## config.mk

```make
export PLATFORM = sky130hd
export DESIGN_NAME = risc_toy_fetch_queue_flat
export DESIGN_NICKNAME = d
export VERILOG_FILES = /design/src/rtl/risc_toy_fetch_queue_if.sv /design/src/rtl/risc_toy_fetch_queue.sv /design/src/flat_wrapper.sv
export SDC_FILE = /design/constraint.sdc
export NUM_CORES = 1
export LEC_CHECK = 0
export ABC_CLOCK_PERIOD_IN_PS = 4700
export BUFFER_PORTS_ARGS = -buffer_cell sky130_fd_sc_hd__buf_2
export CORE_UTILIZATION = 45
export CTS_CLUSTER_DIAMETER = 60
export DETAILED_ROUTE_END_ITERATION = 8
export GPL_ROUTABILITY_DRIVEN = 0
export GPL_TIMING_DRIVEN = 0
export HOLD_SLACK_MARGIN = 0.1
export PLACE_DENSITY_LB_ADDON = 0.15
export REMOVE_ABC_BUFFERS = 1
export SYNTH_ARGS = -nofsm -noshare
export SYNTH_HDL_FRONTEND = slang
export SYNTH_SLANG_ARGS = --single-unit
```

## constraint.sdc

```tcl
create_clock -name CLK -period 4.7 [get_ports CLK]
set_input_delay 1.41 -clock CLK [delete_from_list [all_inputs] [get_ports CLK]]
set_output_delay 1.41 -clock CLK [all_outputs]
set_load 0.02 [all_outputs]
```

## src/rtl/risc_toy_fetch_queue_if.sv

```systemverilog
// Bus bundle linking the fetch queue to instruction memory, the EX redirect
// path and the decode handshake.
interface risc_toy_fetch_queue_if;
  logic        IREQ;
  logic [29:0] IADDR;
  logic [31:0] INSTR;
  logic        REDIR;
  logic [29:0] REDIR_ADDR;
  logic        ID_VALID;
  logic        ID_READY;
  logic [31:0] ID_INSTR;
  logic [29:0] ID_PC;

  modport master (
    output IREQ, IADDR, ID_VALID, ID_INSTR, ID_PC,
    input  INSTR, REDIR, REDIR_ADDR, ID_READY
  );

  modport slave (
    input  IREQ, IADDR, ID_VALID, ID_INSTR, ID_PC,
    output INSTR, REDIR, REDIR_ADDR, ID_READY
  );
endinterface

```

## src/rtl/risc_toy_fetch_queue.sv

```systemverilog
// Fetch front end: owns the fetch PC, issues IMEM requests and buffers returned
// words in a first-word-fall-through queue for decode. FETCH_PERF_CNT_EN adds PERF_FETCH/PERF_STALL.
module risc_toy_fetch_queue #(
  parameter int          DEPTH    = 4,
  parameter logic [29:0] RESET_PC = 30'h0
) (
  input  logic CLK,
  input  logic RSTN,
`ifdef FETCH_PERF_CNT_EN
  output logic [31:0] PERF_FETCH,
  output logic [31:0] PERF_STALL,
`endif
  risc_toy_fetch_queue_if.master bus
);
  localparam int AW = (DEPTH > 1) ? $clog2(DEPTH) : 1;
  localparam int CW = AW + 1;

  logic [29:0]   fetch_pc;
  logic          run;
  logic          req_q;
  logic [29:0]   addr_q;
  logic [AW-1:0] rd_ptr;
  logic [AW-1:0] wr_ptr;
  logic [CW-1:0] count;
  logic [31:0]   mem_instr [DEPTH];
  logic [29:0]   mem_pc    [DEPTH];

  logic [CW:0]   occupancy;
  logic          issue;
  logic          push;
  logic          pop;
  logic          id_valid;

  // A slot is reserved for the in-flight request, so a response always finds room.
  assign occupancy = {1'b0, count} + {{CW{1'b0}}, req_q};
  assign issue     = run & ~bus.REDIR & (occupancy < (CW+1)'(DEPTH));
  assign push      = req_q & ~bus.REDIR;
  assign id_valid  = (count != '0) & ~bus.REDIR;
  assign pop       = id_valid & bus.ID_READY;

  assign bus.IREQ     = issue;
  assign bus.IADDR    = fetch_pc;
  assign bus.ID_VALID = id_valid;
  assign bus.ID_INSTR = mem_instr[rd_ptr];
  assign bus.ID_PC    = mem_pc[rd_ptr];

  always_ff @(posedge CLK or negedge RSTN) begin
    if (!RSTN) begin
      fetch_pc <= RESET_PC;
      run      <= 1'b0;
      req_q    <= 1'b0;
      addr_q   <= '0;
      rd_ptr   <= '0;
      wr_ptr   <= '0;
      count    <= '0;
    end else begin
      run <= 1'b1;
      if (bus.REDIR) begin
        // Flush: drop queued entries and the arriving response, restart fetch.
        fetch_pc <= bus.REDIR_ADDR;
        req_q    <= 1'b0;
        count    <= '0;
        rd_ptr   <= wr_ptr;
      end else begin
        req_q <= issue;
        if (issue) begin
          addr_q   <= fetch_pc;
          fetch_pc <= fetch_pc + 30'd1;
        end
        if (push) wr_ptr <= wr_ptr + AW'(1);
        if (pop)  rd_ptr <= rd_ptr + AW'(1);
        count <= count + CW'(push) - CW'(pop);
      end
    end
  end

  always_ff @(posedge CLK or negedge RSTN) begin
    if (!RSTN) begin
      for (int i = 0; i < DEPTH; i++) begin
        mem_instr[i] <= '0;
        mem_pc[i]    <= '0;
      end
    end else if (push) begin
      mem_instr[wr_ptr] <= bus.INSTR;
      mem_pc[wr_ptr]    <= addr_q;
    end
  end

`ifdef FETCH_PERF_CNT_EN
  always_ff @(posedge CLK or negedge RSTN) begin
    if (!RSTN) begin
      PERF_FETCH <= '0;
      PERF_STALL <= '0;
    end else begin
      if (pop) PERF_FETCH <= PERF_FETCH + 32'd1;
      if (bus.ID_READY & ~id_valid & ~bus.REDIR) PERF_STALL <= PERF_STALL + 32'd1;
    end
  end
`else
  // Performance counters are not built in this configuration.
`endif
endmodule

```

## src/flat_wrapper.sv

```systemverilog
// flat-port wrapper written by rule: the top's interface ports become plain ports
module risc_toy_fetch_queue_flat 
#(
  parameter int          DEPTH    = 4,
  parameter logic [29:0] RESET_PC = 30'h0
)
  (CLK, RSTN, bus_IREQ, bus_IADDR, bus_ID_VALID, bus_ID_INSTR, bus_ID_PC, bus_INSTR, bus_REDIR, bus_REDIR_ADDR, bus_ID_READY);
  risc_toy_fetch_queue_if bus_i ();
  input  logic CLK;
  input  logic RSTN;
  output wire logic [$bits(bus_i.IREQ)-1:0] bus_IREQ;
  output wire logic [$bits(bus_i.IADDR)-1:0] bus_IADDR;
  output wire logic [$bits(bus_i.ID_VALID)-1:0] bus_ID_VALID;
  output wire logic [$bits(bus_i.ID_INSTR)-1:0] bus_ID_INSTR;
  output wire logic [$bits(bus_i.ID_PC)-1:0] bus_ID_PC;
  input wire logic [$bits(bus_i.INSTR)-1:0] bus_INSTR;
  input wire logic [$bits(bus_i.REDIR)-1:0] bus_REDIR;
  input wire logic [$bits(bus_i.REDIR_ADDR)-1:0] bus_REDIR_ADDR;
  input wire logic [$bits(bus_i.ID_READY)-1:0] bus_ID_READY;
  assign bus_IREQ = bus_i.IREQ;
  assign bus_IADDR = bus_i.IADDR;
  assign bus_ID_VALID = bus_i.ID_VALID;
  assign bus_ID_INSTR = bus_i.ID_INSTR;
  assign bus_ID_PC = bus_i.ID_PC;
  assign bus_i.INSTR = bus_INSTR;
  assign bus_i.REDIR = bus_REDIR;
  assign bus_i.REDIR_ADDR = bus_REDIR_ADDR;
  assign bus_i.ID_READY = bus_ID_READY;
  risc_toy_fetch_queue #(.DEPTH(DEPTH), .RESET_PC(RESET_PC)) u_core (.CLK(CLK), .RSTN(RSTN), .bus(bus_i));
endmodule
```

# After elaboration in Yosys (flattened, before gate mapping)
# Index checks and enable logic that the tools add are counted.
# Widths: inputs -> output; s select.
# word_totals
ff_bits,317
in_bits,66
output_inout_bits,94
wordCells,57
# op_classes
add_sub_neg,6
magnitude_cmp,4
muxes,18
bitwise_logic,8
n_reduce_logical,6
# op_table
cell,count
$mux 30,5
$bwmux 128,1
$bwmux 120,1
$mux 32,3
$bmux 32 s2,1
$demux 32 s2,1
$bmux 30 s2,1
$demux 30 s2,1
$add 30x1->30 const B,1
$ge 3x3->1 const B,2
$not 2->3,2
$and 1x1->1,5
$add 2x1->2 const B,2
$add 3x1->4,1
$lt 4x3->1 const B,1
$mux 2,2
$reduce_and 2->1,2
$reduce_bool 2->1,2
$add 3x1->3,1
$lt 3x1->1 const B,1
$mux 3,1
$reduce_bool 3->1,1
$sub 3x1->3,1
$logic_and 1x1->1,1
other kinds (2),2

# Logic depth before layout (Yosys ltp)
# logic_depth
word_depth,6
mapped_depth,10
depth_no_buf,10

# Least setup slack after synthesis
# No wires, ideal clock.
# synth_path
kind,input to output
startpoint,input port bus_REDIR
endpoint,output port bus_IREQ
t_arrival_ns,2.316
required_time_ns,3.290
path_slack_ns,0.974
path_stages,5
path_buffers,3
cell_sequence,clkbuf_1 or2_2 clkbuf_1 buf_2 inv_1
# synth_between
elab_chain_len,3
# synth_rtl
item,line,text
start: declaration,flat_wrapper.sv:17,input wire logic [$bits(bus_i.REDIR)-1:0] bus_REDIR;
$not 1->1 (no line),--,
$and 1x1->1 (2 in a row),risc_toy_fetch_queue.sv:36,assign issue = run & ~bus.REDIR & (occupancy < (CW+1)'(DEPTH));
end: declaration,flat_wrapper.sv:11,output wire logic [$bits(bus_i.IREQ)-1:0] bus_IREQ;
# Every way passes these cells.

# Worst setup path in the final report
# Same ends and word-level chain as after synthesis.

==> out/qor.txt <==
Run status -> finished clean
Clock buffer depth -> 3
Synth area leaders -> dfrtp_1 (57%), mux2_2 (22%), mux4_2 (10%), clkbuf_1 (1.3%), xnor2_1 (1.3%)
Largest net degree at the start of global routing -> 85
# DRC -> 0
Initial Util -> 45.6%
Boundary Pins -> 160
Row count -> 64
Seq cells post-synth -> 317
Die area -> 31700 µm²
Clk network pwr share -> 24.2%
Worst Tran Pin Value -> 1030 ps
Post-synth cell types -> 42
Met3 Usage GRT -> 3.86%
Share of cells above drive strength 1 -> 52.2%
# setup viols final -> 0
Ys flop type -> dfrtp_1
Post-synthesis simple-gate area fraction -> 4.90%
CP arrival -> 2970 ps
Post-detail-place hpwl -> 18000 µm
Commonest non-fill, non-tap cells in the layout -> dfrtp_1 (315), mux2_2 (277), buf_2 (157)
Compound-Gate Fraction of Synth Area -> 1.58%
Post-Route Skew -> 17.7 ps
Vias per cell -> 5.46
Synth Warn # -> 0
Largest family of logic cells by synthesized area -> multiplexers
Root Buffer -> clkbuf_16
Crit-path cells -> buf_4 -> or2_4 -> inv_1 -> buf_2
H-tree depth -> 2
Top-area cell type share of the netlist area -> 56.8%
1st-iter DRT viols -> 331
CTS tree -> built
WL/cell -> 20.3 µm
Sequential-to-total area share from yosys stat -> 56.8%
# diodes -> 0
Die W -> 178 µm
Final WS setup -> 316 ps
Clk sinks -> 317
Peak supply drop -> 282 µV
Synth area leader -> dfrtp_1
Place WS -> -425 ps
Clk_lat worst skew -> 510 ps
Fillers -> 2598
Mux share of post-synthesis cell area -> 32.5%
Synth Area in Adders -> 0.860%
Worst EP required -> 3290 ps
Comb power frac -> 34.1%
Sw frac -> 31.7%
Post-synthesis cell area -> 14000 µm²
Type of origin of the critical path -> input pin
Total GRT Usage -> 19.7%
Post-DRT Antenna Nets -> 0
Number of synthesized flops with an enable pin -> 0
Seq pwr share -> 41.8%
Post-CTS setup buffer count -> 0
XOR/XNOR share of the synthesized area -> 1.38%
First-pass GRT wire length -> 47600 µm
Cts bufs inserted -> 37
Vias -> 8126
FFs w/ async S/R, synth -> 100%
Drt first pass iters -> 4
Power Total -> 0.0112 W
Slowest stage delay, CP -> 660 ps
CTS clk-pin slew, worst paths -> 50 ps
P_leak -> 7.45 nW
Global routing usage on met1 -> 28.2%
Final period util -> 93.3%
CORE AREA -> 30600 µm²
Die Ht -> 178 µm
Layout Area Growth over Synthesis -> 18.1%
Total grt overflow -> 0
Slew Viols, Final -> 0
Setup TNS -> 0 ps
Commonest non-fill, non-tap cell in the layout -> dfrtp_1
Final Net Count -> 1143
Element type at the critical path end -> output pin
RSZ-0062 raised after global routing -> no
Gr busiest metal -> met2
Final WL -> 30200 µm
Vias in the first global route -> 8249
Met2 Usage GRT -> 31.1%
P per Cell Area -> 678 nW/µm²
CP Max Fanout -> 81
Slowest CP cell -> or2_4
Post-CTS Hold Fix Bufs -> 0
Antenna violations before repair -> 0
Net switching component of the power -> 0.00354 W
Tightest Hold Check Type -> reg -> reg
Cells after synthesis -> 920
Internal -> 0.00763 W
PortBufs -> 159
Endpoints failing hold -> 0
Crit Path Class -> in -> out
Max-slew headroom -> 31.0%
Avg Cell Area, Syn -> 15.2 µm²
Post-CTS Resized -> 2
Max frequency -> 228 MHz
Period minus WS final -> 4380 ps
Max Cap Viol -> 0
-- metal layers --
| layer | up-vias | part of all wire, % | wire length (µm) |
|---|---|---|---|
| met1 | 4233 | 47 | 14300 |
| met2 | 165 | 47 | 14100 |
| met4 | 0 | 1.3 | 381 |
| met5 | - | 0 | 0 |
| li1 | 3694 | - | - |
| met3 | 34 | 4.7 | 1420 |
-- area by class of cell --
| cell class | instances | area (µm²) | area share, % |
|---|---|---|---|
| clock buffers | 54 | 1040 | 6.31 |
| well taps | 396 | 495 | 3.01 |
| multi-input cells | 533 | 5800 | 35.2 |
| inverters | 10 | 37.5 | 0.228 |
| repair buffers | 169 | 1080 | 6.53 |
| flip-flops and latches | 317 | 7940 | 48.2 |
| clock inverters | 8 | 93.8 | 0.569 |
-- through the flow --
stage	area, µm²	std cells	hold slack [ps]	util, %
6_report	16500	1487	498	53.9
3_5_place_dp	15300	1425	487	50.2
3_3_place_gp	15000	1415	483	49.1
2_1_floorplan	13700	860	474	-
4_1_cts	16500	1487	499	53.9
5_1_grt	16500	1487	507	53.9
-- cell usage after synthesis (2+ instances only) --
| cell type | n |
|---|---|
| nand3_1 | 11 |
| buf_2 | 4 |
| nor4_1 | 7 |
| nor4b_1 | 5 |
| dfrtp_1 | 317 |
| and4_1 | 4 |
| buf_1 | 6 |
| or4_1 | 4 |
| a21oi_1 | 3 |
| xnor2_1 | 20 |
| o21ai_0 | 22 |
| a221o_1 | 5 |
| nand4_1 | 9 |
| nor3_1 | 12 |
| nand3b_1 | 2 |
| nor2_1 | 11 |
| mux2_2 | 277 |
| xor2_1 | 2 |
| nor3b_1 | 5 |
| a22oi_1 | 3 |
| or2_2 | 2 |
| nand2b_1 | 2 |
| a211oi_1 | 3 |
| nor2b_1 | 5 |
| inv_1 | 10 |
| and3_1 | 4 |
| clkbuf_1 | 49 |
| nand2_1 | 34 |
| mux4_2 | 62 |
| ha_1 | 8 |
-- worst paths after layout --
path	startpoint	endpoint	slack, ps	depth (start not counted)
max in group asynchronous	RSTN	u_core.mem_pc[103]	2620	3
worst min register to register	u_core.mem_instr[38]	u_core.mem_instr[38]	500	1
min in group asynchronous	RSTN	u_core.mem_instr[89]	880	1
worst max-delay path	bus_REDIR	bus_IREQ	320	4
worst min-delay path	u_core.mem_instr[38]	u_core.mem_instr[38]	500	1
worst max register to register	u_core.bus.IADDR[2]	u_core.bus.IADDR[29]	1970	4
-- critical path, delay by kind of cell --
| family | cells | cell delay (ps) |
|---|---|---|
| buf+inv | 3 | 850 |
| simple gates | 1 | 660 |
-- cell families (layout without fill, tap and decap cells) --
logic type | after synthesis | count (layout)
AO/OA/AOI/OAI | 36 | 36
XOR/XNOR | 22 | 22
adder cells (fa/ha/maj) | 9 | 9
buffers and inverters | 70 | 241
flip-flops | 317 | 317
multiplexers | 341 | 341
other | 1 | 1
AND/OR/NAND/NOR | 124 | 124
-- state kept, by name, indices dropped and copies added, names as in the netlist --
name	cells
u_core.count	3
u_core.mem_instr	128
u_core.mem_pc	120
u_core.addr_q	30
u_core.run	1
u_core.wr_ptr	2
u_core.rd_ptr	2
u_core.bus.IADDR	30
u_core.req_q	1
-- power groups by stage --
stage	registers [W]	logic [W]	clock network (W)
floorplan	0.00454	0.00279	0
global placement	0.00482	0.00373	0
detailed placement	0.00472	0.00387	0
CTS	0.00468	0.00388	0.00278
global route	0.00485	0.00409	0.00291
finish	0.00467	0.00381	0.00270
Power figures use the tool's default switching activity.
